<file path="config.mk">
export PLATFORM = sky130hd
export DESIGN_NAME = alu_share_arbiter
export DESIGN_NICKNAME = d
export VERILOG_FILES = /design/src/rtl/alu_pkg.sv /design/src/rtl/alu_core_64bit.sv /design/src/rtl/alu_share_arbiter.sv
export SDC_FILE = /design/constraint.sdc
export NUM_CORES = 1
export LEC_CHECK = 0
export ABC_AREA = 1
export CORE_MARGIN = 5
export CORE_UTILIZATION = 35
export CTS_BUF_LIST = sky130_fd_sc_hd__clkbuf_4 sky130_fd_sc_hd__clkbuf_8 sky130_fd_sc_hd__clkbuf_16
export CTS_CLUSTER_DIAMETER = 80
export DETAILED_ROUTE_END_ITERATION = 12
export HOLD_SLACK_MARGIN = 0.06
export PLACE_DENSITY = 0.64
export SLEW_MARGIN = 20
export SYNTH_ARGS = -nofsm -noshare
export SYNTH_HDL_FRONTEND = slang
export SYNTH_HIERARCHICAL = 1
export SYNTH_SLANG_ARGS = --single-unit
</file>
<file path="constraint.sdc">
create_clock -name clk -period 4.6 [get_ports clk]
set_input_delay 0.92 -clock clk [delete_from_list [all_inputs] [get_ports clk]]
set_output_delay 0.92 -clock clk [all_outputs]
set_load 0.01 [all_outputs]
</file>
<file path="src/rtl/alu_pkg.sv">
// Shared opcode definitions and width defaults for the shared-ALU arbiter slice.
package alu_pkg;

    localparam int WIDTH_DEFAULT = 64;

    typedef enum logic [2:0] {
        OP_AND = 3'b000,
        OP_OR  = 3'b001,
        OP_XOR = 3'b010,
        OP_ADD = 3'b011,
        OP_SUB = 3'b100
    } op_e;

    localparam logic [2:0] OP_ILLEGAL_LO = 3'b101;
    localparam logic [2:0] OP_ILLEGAL_HI = 3'b111;

    typedef enum logic {
        ST_EMPTY = 1'b0,
        ST_FULL  = 1'b1
    } state_e;

    function automatic logic op_is_illegal(input logic [2:0] op);
        return (op >= OP_ILLEGAL_LO) && (op <= OP_ILLEGAL_HI);
    endfunction

endpackage

</file>
<file path="src/rtl/alu_core_64bit.sv">
// Combinational opcode decode and arithmetic; illegal opcodes give zero with err set.
module alu_core_64bit
    import alu_pkg::*;
#(
    parameter int WIDTH = WIDTH_DEFAULT
) (
    input  logic [WIDTH-1:0] A,
    input  logic [WIDTH-1:0] B,
    input  logic [2:0]       op,
    output logic [WIDTH-1:0] Out,
    output logic             err
);

    always_comb begin
        Out = '0;
        err = op_is_illegal(op);
        case (op)
            OP_AND:  Out = A & B;
            OP_OR:   Out = A | B;
            OP_XOR:  Out = A ^ B;
            OP_ADD:  Out = A + B;
            OP_SUB:  Out = A - B;
            default: Out = '0;
        endcase
    end

endmodule

</file>
<file path="src/rtl/alu_share_arbiter.sv">
// Two-requester arbiter in front of one shared ALU with a single result register.
// Define ALU_ARB_FIXED_PRIO_EN for fixed priority (req0 first); default is round-robin.
//
//   state    | meaning
//   ---------+-------------------------------------------
//   ST_EMPTY | result register empty, res_valid low
//   ST_FULL  | result register holds a result, res_valid high
module alu_share_arbiter
    import alu_pkg::*;
#(
    parameter int WIDTH = WIDTH_DEFAULT,
    parameter int CNT_W = 16
) (
    input  logic             clk,
    input  logic             rst,
    input  logic             req0_valid,
    output logic             req0_ready,
    input  logic [2:0]       req0_op,
    input  logic [WIDTH-1:0] req0_a,
    input  logic [WIDTH-1:0] req0_b,
    input  logic             req1_valid,
    output logic             req1_ready,
    input  logic [2:0]       req1_op,
    input  logic [WIDTH-1:0] req1_a,
    input  logic [WIDTH-1:0] req1_b,
    output logic             res_valid,
    input  logic             res_ready,
    output logic [WIDTH-1:0] res_data,
    output logic             res_id,
    output logic             res_err,
    output logic [CNT_W-1:0] op_count
);

    state_e             state_q;
    logic [WIDTH-1:0]   res_data_q;
    logic               res_id_q;
    logic               res_err_q;
    logic [CNT_W-1:0]   op_count_q;

    logic               grant0;
    logic               grant1;
    logic               can_accept;
    logic               accept;
    logic               sel;
    logic [2:0]         alu_op;
    logic [WIDTH-1:0]   alu_a;
    logic [WIDTH-1:0]   alu_b;
    logic [WIDTH-1:0]   alu_out;
    logic               alu_err;

`ifdef ALU_ARB_FIXED_PRIO_EN
    assign grant0 = req0_valid;
    assign grant1 = req1_valid & ~req0_valid;
`else
    logic last_grant_q;

    // On contention the requester that did not win last time goes first.
    assign grant0 = req0_valid & (~req1_valid | last_grant_q);
    assign grant1 = req1_valid & (~req0_valid | ~last_grant_q);
`endif

    assign can_accept = (state_q == ST_EMPTY) | res_ready;
    assign req0_ready = grant0 & can_accept & ~rst;
    assign req1_ready = grant1 & can_accept & ~rst;
    assign accept     = req0_ready | req1_ready;
    assign sel        = req1_ready;

    assign alu_op = sel ? req1_op : req0_op;
    assign alu_a  = sel ? req1_a  : req0_a;
    assign alu_b  = sel ? req1_b  : req0_b;

    alu_core_64bit #(
        .WIDTH (WIDTH)
    ) u_alu_core (
        .A   (alu_a),
        .B   (alu_b),
        .op  (alu_op),
        .Out (alu_out),
        .err (alu_err)
    );

    always_ff @(posedge clk) begin
        if (rst) begin
            state_q    <= ST_EMPTY;
            res_data_q <= '0;
            res_id_q   <= 1'b0;
            res_err_q  <= 1'b0;
            op_count_q <= '0;
`ifndef ALU_ARB_FIXED_PRIO_EN
            last_grant_q <= 1'b1;
`endif
        end else begin
            if (accept) begin
                state_q    <= ST_FULL;
                res_data_q <= alu_out;
                res_id_q   <= sel;
                res_err_q  <= alu_err;
`ifndef ALU_ARB_FIXED_PRIO_EN
                last_grant_q <= sel;
`endif
            end else if (res_ready) begin
                state_q <= ST_EMPTY;
            end
            if ((state_q == ST_FULL) && res_ready) begin
                op_count_q <= op_count_q + CNT_W'(1);
            end
        end
    end

    assign res_valid = (state_q == ST_FULL);
    assign res_data  = res_data_q;
    assign res_id    = res_id_q;
    assign res_err   = res_err_q;
    assign op_count  = op_count_q;

endmodule

</file>
==> results.toml <==
[floorplanning]
die_area_mm2 = 0.0506
die_w_um = 225
die_h_um = 225
initial_utilization = 0.355
rows = 78
ios = 352
core_area_mm2 = 0.0456

[power]
seq_power_share = 0.128
combPwrFrac = 0.755
power_switching_w = 0.00317
powerDensity_mw_per_mm2 = 228
pwr-share-clk = 0.117
vdd_ir_drop_max_mv = 0.204
swShare = 0.484
p_leak_nw = 14.7
power.internal_w = 0.00338

[clock_network]
cts-root-buf = "clkbuf_16"
insertion_delay_ns = 0.41
htree_levels = 3
cts_tree = "built"
numCtsBuffers = 9
cts_hold_buf = 0
cts.clk_slew.worst_paths_ns = 0.07
clkSinkCount = 84
clockBufferDepth = 2

[drt]
viasPerCell = 4.99
drc = 0
antenna_left = 0
avgRoutedWirePerCell_um = 17.9
dr.pass1.iters = 6
drt_wl_total_mm = 81.3
route.vias.total = 22665
drtIter0Drc = 1671

[global_route]
grt_pass1_vias = 20446
grt_pass1_wl_mm = 118
grt_overflow_total = 0
antenna_found_initial = 0
grt_usage = 0.296
grt_max_degree = 84

[layout]
syn2layout_area_growth_pct = 77.2
fin_nets = 4399
multi_input_area_mm2 = 0.0155
area.sequential_mm2 = 0.00168
fillers = 4269
fin_area_mm2 = 0.0287
antenna-diode-count = 0
drive_gt1_frac = 0.354

[sta]
maxSlewHeadroom = 0.390
post-route-min-period_ns = 4.72
finalHoldWorstSlack_ns = 0.473
period_share = 1.03
slew_viol_final = 0
clock_skew_ns = 0.0153
fin_ws_ns = -0.117
worstMarginPinSlew_ns = 0.913
rsz0062_at_grt = "yes"
setup_violations = 14
hold_violations = 0
timing.fmax_mhz = 212
fin_setup_tns_ns = -0.662

[setup_path]
ff2ff_setup_slack_ns = 0.12
setup.worst_path.class = "input pin to register"
r2r_start = "res_valid"
required_ns = 4.90
start_kind = "input pin"
timing.rr.end = "res_data[63]"
slowest_delay_ns = 0.34
crit_top_cell = "nand2_1"
worst-r2r-cell-count = 32
path_max_fanout = 10
cp-end-kind = "register"
worst_ep_arrival_time_ns = 5.02
crit_slowest_cell = "ha_2"

[outcome]
status = "complete, but fails checks"
violations = "negative setup slack"

[logic_synthesis]
yosysUniqueCellTypes = 41
netlist_top_cells_area = "nand2_1 28%, ha_1 15%, inv_1 11%"
syn_area_mm2 = 0.0162
yosysMostFrequentCell = "nand2_1"
synth_seq_cells = 84
ys_warn_count = 6
synthCells = 3069
yosysTopAreaCellShare = 0.283
synth_edf_count = 0
async_flop_share = 0
yosysSeqAreaShare = 0.104
syn-num-nets = 3530
synth_flop_cell = "dfxtp_1"
yosys-top-cells-count = "1,221 x nand2_1, 471 x inv_1, 409 x nor2_1"
yosys.area.top_type = "nand2_1"
syn_area_per_cell_um2 = 5.27

[hold_path]
hold_path_depth = 2
hp-class = "register to register"
hp-start = "res_id"
hold_end = "res_id"

[placement]
hpwl_mm = 62.1
port_buffers = 351
gp_congestion = 1.04
dpl_cell_area_mm2 = 0.0239
pre_cts_ws_ns = -1.14

[run]
max-cap-violations = 0
## metal layers
metal	routed length (um)	vias to the layer above	share of wire	global-route usage
met1	36200	10400	0.44	0.416
met4	2700	0	0.033	0.0886
met5	0	-	0	0
met3	6150	143	0.076	0.0431
li1	-	11259	-	-
met2	36300	863	0.45	0.469
## logic make-up (layout without fill, tap and decap cells)
family,Yosys count,after routing,share of synthesized area
AOI/OAI and AO/OA,275,275,0.102
xor gates and xnor gates,61,61,0.0330
adders and majority gates,194,194,0.150
buffers and inverters,562,1435,0.134
DFF,84,84,0.104
and+or+nand+nor,1893,1893,0.476
## through the flow
step            util  instances  total power (W)
2_1_floorplan      -       3069          0.00275
3_3_place_gp   0.523       4418          0.00456
3_5_place_dp   0.523       4418          0.00456
4_1_cts        0.566       4489          0.00570
5_1_grt        0.629       4542          0.00697
6_report       0.629       4542          0.00655
## cells in the final DEF (no fill, tap or decap), types with 17 or more instances in the layout
master / n
inv_1: 384
buf_4: 505
o21ai_1: 23
inv_2: 84
xor2_1: 56
o21ai_0: 77
nand2_4: 57
nor2_2: 65
buf_12: 17
nand3_1: 68
nand2_2: 248
or2_2: 22
a21oi_2: 29
nor2_4: 99
a221oi_1: 40
o21ai_2: 23
nand2_1: 922
buf_6: 60
clkdlybuf4s50_1: 347
a21oi_1: 32
nor2_1: 258
ha_1: 155
dfxtp_1: 84
nand4_1: 36
nand3b_1: 25
ha_4: 29
nand3_2: 43
## worst max path at each step
stage	end	start	slack, ns
final	res_data[63]	res_ready	-0.12
after global placement	res_data[38]	res_ready	-1.14
after global routing	res_data[63]	res_ready	-0.31
after floorplan	res_data[57]	res_ready	0.15
after detailed placement	res_data[38]	res_ready	-1.14
after CTS	res_data[53]	res_ready	-0.05
## power by group through the flow
stage          Sequential (W)  Combinational (W)  Clock [W]
2_1_floorplan        0.000877            0.00188          0
3_3_place_gp         0.000851            0.00371          0
3_5_place_dp         0.000849            0.00372          0
4_1_cts              0.000834            0.00408   0.000785
5_1_grt              0.000844            0.00532   0.000808
6_report             0.000836            0.00495   0.000767
## critical path: cells and delay by family
| family | cells | cell delay (ns) |
|---|---|---|
| adders and majority gates | 1 | 0.34 |
| and+or+nand+nor | 18 | 1.92 |
| AOI/OAI and AO/OA | 3 | 0.44 |
| xor gates and xnor gates | 1 | 0.16 |
| buffers and inverters | 11 | 1.23 |
## registers in the layout, indices dropped and copies added, names as in the netlist
signal,flops
res_err,1
res_valid,1
op_count,16
res_data,64
last_grant_q,1
res_id,1
## what timing repair did
item,CTS,global route
cloned,6,1
buffers inserted,50,55
pin swaps,119,321
resized for setup,352,714
endpoints found under the setup margin,60,56
## cell type report
cell class	instances	area share
Timing Repair Buffer	941	0.300
Clock inverter	6	0.00170
Clock buffer	9	0.00785
Inverter	479	0.0642
Sequential cell	84	0.0586
Tap cell	600	0.0262
Multi-Input combinational cell	2423	0.542
Note: power is estimated with default switching activity, not from simulation.
